## config.mk

```make
export PLATFORM = sky130hd
export DESIGN_NAME = dc_wr_buffer
export DESIGN_NICKNAME = d
export VERILOG_FILES = /design/src/rtl/dc_pkg.sv /design/src/rtl/dc_wrbuf_cam.sv /design/src/rtl/dc_wr_buffer.sv
export SDC_FILE = /design/constraint.sdc
export NUM_CORES = 1
export LEC_CHECK = 0
export CORE_ASPECT_RATIO = 0.7
export CORE_MARGIN = 3
export CORE_UTILIZATION = 62
export CTS_BUF_LIST = sky130_fd_sc_hd__clkbuf_4
export CTS_CLUSTER_DIAMETER = 60
export DETAILED_ROUTE_END_ITERATION = 8
export PLACE_DENSITY_LB_ADDON = 0.25
export RECOVER_POWER = 100
export SLEW_MARGIN = 25
export SYNTH_ARGS = -nofsm -noshare
export SYNTH_HDL_FRONTEND = slang
export SYNTH_SLANG_ARGS = --single-unit
```

## constraint.sdc

```tcl
create_clock -name clk -period 7.6 [get_ports clk]
set_clock_uncertainty 0.1 [all_clocks]
set_input_delay 2.28 -clock clk [delete_from_list [all_inputs] [get_ports clk]]
set_output_delay 2.28 -clock clk [all_outputs]
set_load 0.05 [all_outputs]
```

## src/rtl/dc_pkg.sv

```systemverilog
// Shared types for the dcache write path: default geometry, sequencer state
// encoding and the buffered-store record.
package dc_pkg;

    localparam int DC_DEPTH    = 4;
    localparam int DC_ADDR_W   = 32;
    localparam int DC_DATA_W   = 32;
    localparam int DC_LINE_OFF = 4;

    typedef enum logic {
        ST_IDLE    = 1'b0,
        ST_WRITING = 1'b1
    } wr_state_e;

    typedef struct packed {
        logic [DC_ADDR_W-1:0]   addr;
        logic [DC_DATA_W-1:0]   data;
        logic [DC_DATA_W/8-1:0] be;
    } dc_entry_t;

endpackage

```

## src/rtl/dc_wrbuf_cam.sv

```systemverilog
// DEPTH-way line-address comparator with valid masking; one hit bit per entry
// so the same block can later drive store-to-load forwarding.
module dc_wrbuf_cam
    import dc_pkg::*;
#(
    parameter int DEPTH    = DC_DEPTH,
    parameter int ADDR_W   = DC_ADDR_W,
    parameter int LINE_OFF = DC_LINE_OFF
) (
    input  logic [DEPTH-1:0]  valid_i,
    input  logic [ADDR_W-1:0] addr_i [DEPTH],
    input  logic [ADDR_W-1:0] key_i,
    output logic [DEPTH-1:0]  hit_vec_o
);

    always_comb begin
        // NOTE: every always_comb output gets a default first so no path can infer a latch.
        hit_vec_o = '0;
        for (int i = 0; i < DEPTH; i++) begin
            hit_vec_o[i] = valid_i[i] &&
                           (addr_i[i][ADDR_W-1:LINE_OFF] == key_i[ADDR_W-1:LINE_OFF]);
        end
    end

endmodule

```

## src/rtl/dc_wr_buffer.sv

```systemverilog
// Store write buffer and write sequencer between writeback and the dcache
// arbiter: queues committed stores and holds the oldest stable until written.
module dc_wr_buffer
    import dc_pkg::*;
#(
    parameter int DEPTH    = DC_DEPTH,
    parameter int ADDR_W   = DC_ADDR_W,
    parameter int DATA_W   = DC_DATA_W,
    parameter int LINE_OFF = DC_LINE_OFF
) (
    input  logic                clk,
    input  logic                rst_n,
    input  logic                push,
    input  logic [ADDR_W-1:0]   push_addr,
    input  logic [DATA_W-1:0]   push_data,
    input  logic [DATA_W/8-1:0] push_be,
    output logic                push_stall,
    input  logic                v_mem_read,
    input  logic [ADDR_W-1:0]   rd_addr,
    input  logic                wen,
    input  logic                mem_wr_done,
    output logic                wr_fifo_empty,
    output logic                wr_fifo_to_be_full,
    output logic                mem_conflict,
    output logic [ADDR_W-1:0]   wr_addr,
    output logic [DATA_W-1:0]   wr_data,
    output logic [DATA_W/8-1:0] wr_be,
    output logic                wr_busy
);

    localparam int IDX_W = $clog2(DEPTH);
    localparam int PTR_W = IDX_W + 1;
    localparam int BE_W  = DATA_W / 8;
    localparam logic [PTR_W-1:0] FULL_CNT   = PTR_W'(DEPTH);
    localparam logic [PTR_W-1:0] ALMOST_CNT = PTR_W'(DEPTH - 1);
    localparam logic [PTR_W-1:0] LAST_PTR   = PTR_W'(DEPTH - 1);

    logic [ADDR_W-1:0] addr_q [DEPTH];
    logic [DATA_W-1:0] data_q [DEPTH];
    logic [BE_W-1:0]   be_q   [DEPTH];
    logic [DEPTH-1:0]  valid_q;
    logic [PTR_W-1:0]  head_q, tail_q, count_q, count_d;
    wr_state_e         state_q, state_d;

    logic [IDX_W-1:0]  head_idx, tail_idx;
    logic              push_ok, pop;
    logic [DEPTH-1:0]  cam_hit_vec;
    logic              push_line_hit;

    function automatic logic [PTR_W-1:0] ptr_inc(input logic [PTR_W-1:0] p);
        return (p == LAST_PTR) ? '0 : p + PTR_W'(1);
    endfunction

    assign head_idx = IDX_W'(head_q);
    assign tail_idx = IDX_W'(tail_q);

    // A push arriving while full is dropped even if the head pops this cycle.
    assign push_ok = push && (count_q != FULL_CNT);
    assign pop     = (state_q == ST_WRITING) && mem_wr_done;

    always_comb begin
        count_d = count_q;
        unique case ({push_ok, pop})
            2'b10:   count_d = count_q + PTR_W'(1);
            2'b01:   count_d = count_q - PTR_W'(1);
            default: count_d = count_q;
        endcase
    end

    always_ff @(posedge clk or negedge rst_n) begin
        if (!rst_n) begin
            head_q  <= '0;
            tail_q  <= '0;
            count_q <= '0;
            valid_q <= '0;
            // NOTE: entries are reset because the head outputs read them directly and must be 0 out of reset.
            for (int i = 0; i < DEPTH; i++) begin
                addr_q[i] <= '0;
                data_q[i] <= '0;
                be_q[i]   <= '0;
            end
        end else begin
            // NOTE: sequential state uses non-blocking assignments so all registers update from pre-edge values.
            if (push_ok) begin
                addr_q[tail_idx]  <= push_addr;
                data_q[tail_idx]  <= push_data;
                be_q[tail_idx]    <= push_be;
                valid_q[tail_idx] <= 1'b1;
                tail_q            <= ptr_inc(tail_q);
            end
            if (pop) begin
                valid_q[head_idx] <= 1'b0;
                head_q            <= ptr_inc(head_q);
            end
            count_q <= count_d;
        end
    end

    always_ff @(posedge clk or negedge rst_n) begin
        if (!rst_n) begin
            state_q <= ST_IDLE;
        end else begin
            state_q <= state_d;
        end
    end

    always_comb begin
        state_d = state_q;
        unique case (state_q)
            ST_IDLE:    if (wen && (count_q != '0)) state_d = ST_WRITING;
            ST_WRITING: if (mem_wr_done)            state_d = ST_IDLE;
            default:                                state_d = ST_IDLE;
        endcase
    end

    always_comb begin
        wr_busy            = (state_q == ST_WRITING);
        wr_fifo_empty      = (count_q == '0);
        wr_fifo_to_be_full = (count_q >= ALMOST_CNT);
        push_stall         = (count_q == FULL_CNT);
        wr_addr            = addr_q[head_idx];
        wr_data            = data_q[head_idx];
        wr_be              = be_q[head_idx];
    end

    dc_wrbuf_cam #(
        .DEPTH    (DEPTH),
        .ADDR_W   (ADDR_W),
        .LINE_OFF (LINE_OFF)
    ) u_cam (
        .valid_i   (valid_q),
        .addr_i    (addr_q),
        .key_i     (rd_addr),
        .hit_vec_o (cam_hit_vec)
    );

    // A store being accepted this cycle is not yet in the CAM but still conflicts.
    assign push_line_hit = push_ok &&
                           (push_addr[ADDR_W-1:LINE_OFF] == rd_addr[ADDR_W-1:LINE_OFF]);
    assign mem_conflict  = v_mem_read && ((|cam_hit_vec) || push_line_hit);

endmodule
```

==> impl_metrics.tcl <==
set metrics [dict create \
    drt-total-wl_mm 34.2 \
    die_h_um 132 \
    intPower_mw 4.98 \
    synth-seq-cells 286 \
    finalPower_mw 8.70 \
    start_util 0.641 \
    clk_latency_ns 0.66 \
    cts_buffers 69 \
    finalNonFillerCells 1473 \
    tightest_slew_ns 3.61 \
    vdd_drop_max_mv 0.368 \
    cts.hold.buffers_added 0 \
    core_area_um2 22100 \
    gp_congestion 0.975 \
    placed_area_um2 16000 \
    p_comb_frac 0.526 \
    drive_above_1_share 0.318 \
    synthTopCellsByArea "dfrtp_1 (51%), mux2_2 (15%), mux4_2 (11%), xnor2_1 (7.5%), mux2_1 (4.9%)" \
    start_kind "primary input" \
    synth_edf_count 0 \
    portBuffers 174 \
    yosysSeqAreaShare 0.506 \
    grt_usage 0.283 \
    period_share 0.949 \
    whs_ns 0.386 \
    design_area_um2 16700 \
    drtAntennaViolNets 0 \
    setup_ws_ns 0.389 \
    clk_pin_slew_ns 0.06 \
    final_nets 1245 \
    setup_viol 0 \
    yosysUniqueCellTypes 32 \
    grt_pass1_wl_mm 54.0 \
    postSynth.asyncResetShare 1.00 \
    die_area_um2 24700 \
    grt.overflow.total 0 \
    vias_per_cell 5.96 \
    failed_checks "max-capacitance violations, max-slew violations" \
    yosys_warnings 0 \
    min_period_ns 7.21 \
    die_w_um 187 \
    crit_fanout 5 \
    grt_max_degree 131 \
    avgSynthCellArea_um2 14.9 \
    arrival_ns 4.83 \
    ctsRootBufferMaster "clkbuf_4" \
    area_delta_synth_final_pct 17.7 \
    drv_cap 9 \
    synth_area_um2 14200 \
    dpl.hpwl_mm 22.7 \
    hold_viol 0 \
    powerDensity_nw_per_um2 522 \
    synth_top_area_frac 0.506 \
    clock_sinks 286 \
    routed-via-count 8773 \
    clkPwrFrac 0.137 \
    nFillCells 1470 \
    pwr-share-seq 0.337 \
    switching_power_mw 3.73 \
    endpoint_kind "output pin" \
    fp-row-count 45 \
    cts.repair.resized 0 \
    syn_inst 951 \
    hold_path_class "reg -> reg" \
    clk_path_buf_depth 3 \
    syn_nets 1067 \
    rsz0062_at_grt "no" \
    placedCellCount 1362 \
    max_freq_mhz 139 \
    total_leakage_power_nw 6.81 \
    initialDrtViolationCount 680 \
    cts_tree "done" \
    status "finished with violations" \
    wl_per_cell_um 23.2 \
    crit_type "in -> out" \
    htree_levels 3 \
    synth_top_area_cell "dfrtp_1" \
    dr.pass1.iters 5 \
    cp.required_ns 5.22 \
    synth_ff_type "dfrtp_1" \
    cts_setup_buffers 0 \
    grt_pass1_vias 9376 \
    drc_errors 0 \
    preCtsSetupSlack_ns 0.703 \
    pin_count 179 \
    antenna_found_initial 3 \
    max_slew_margin -1.41 \
    finalMaxSlewViolations 517 \
    switching_share 0.428 \
    fin_util 0.755 \
    fin_tns_setup_ns 0 \
]
==> per-layer routing <==
layer | wire, µm | vias up | track usage
met3 | 3560 | 49 | 0.120
met2 | 14800 | 335 | 0.403
li1 | - | 3845 | -
met4 | 479 | 6 | 0.0701
met5 | 40 | - | 0
met1 | 15300 | 4538 | 0.408
==> worst max-delay path, stage by stage <==
cell           delay, ns
dlygate4sd3_1       0.67
xnor2_1             0.54
nand4_1             0.30
nor4_1              0.37
a22oi_1             0.14
a41oi_1             0.35
buf_12              0.19
==> worst paths after layout <==
kind,cells after the start,slack [ns],from,end
hold / removal,1,0.39,data_q[57],data_q[57]
hold reg to reg,1,0.39,data_q[57],data_q[57]
setup / recovery,7,0.39,rd_addr[27],mem_conflict
min in group asynchronous,1,2.26,rst_n,addr_q[120]
setup reg to reg,6,2.69,count_q[1],be_q[2]
max in group asynchronous,3,1.14,rst_n,addr_q[34]
==> power by group through the flow <==
stage	logic (mW)	clock network (mW)	registers [mW]
finish	4.58	1.19	2.93
global route	4.79	1.30	3.04
CTS	4.74	1.22	2.93
detailed placement	4.72	0	2.95
global placement	4.58	0	2.94
floorplan	3.55	0	2.69
==> flip-flops by register name, summed over array words and instances, names as in the netlist <==
register,count
addr_q,128
be_q,16
count_q,3
data_q,128
head_q,3
tail_q,3
valid_q,4
wr_busy,1
==> Yosys cell counts, types with 5 or more instances <==
cell	n
dfrtp_1	286
mux2_2	192
xnor2_1	121
mux4_2	68
mux2_1	62
clkbuf_1	37
nand4_1	30
buf_2	25
xor2_1	21
mux2_4	18
buf_6	12
nor4_1	12
a21oi_1	11
inv_1	11
ha_1	9
nand2_1	6
nand3_1	5
==> layout make-up <==
cell class                      count  area (µm²)  area share
Antenna cell                        1        2.50    0.000150
Clock buffer                      102         766      0.0460
Clock inverter                      7        27.5     0.00165
Inverter                           12        45.0     0.00270
Multi-Input combinational cell    579        6480       0.389
Sequential cell                   286        7160       0.430
Tap cell                          305         382      0.0229
Timing Repair Buffer              181        1800       0.108
==> cells by family after synthesis <==
| kind of cell | synth area share |
|---|---|
| adders and majority gates | 0.00937 |
| xor gates and xnor gates | 0.0879 |
| DFF | 0.506 |
| and+or+nand+nor | 0.0275 |
| AOI/OAI and AO/OA | 0.00751 |
| buffers and inverters | 0.0314 |
| muxes | 0.331 |
==> layout by cell type, fill, tap and decap left out, types with 2 or more instances in the layout <==
cell,Yosys,layout
a21oi_1,11,11
clkbuf_1,37,4
clkbuf_2,0,3
clkbuf_4,0,102
clkdlybuf4s50_1,0,100
clkinv_1,0,6
dfrtp_1,286,284
dfrtp_4,0,2
dlygate4sd3_1,0,72
ha_1,9,9
inv_1,11,11
mux2_1,62,81
mux2_2,192,191
mux2i_1,2,2
mux4_2,68,68
nand2_1,6,10
nand3_1,5,5
nand4_1,30,30
nor2_1,4,4
nor4_1,12,12
o21ai_0,4,4
xnor2_1,121,121
xor2_1,21,21
No activity file was read; power rests on OpenSTA's default activity.
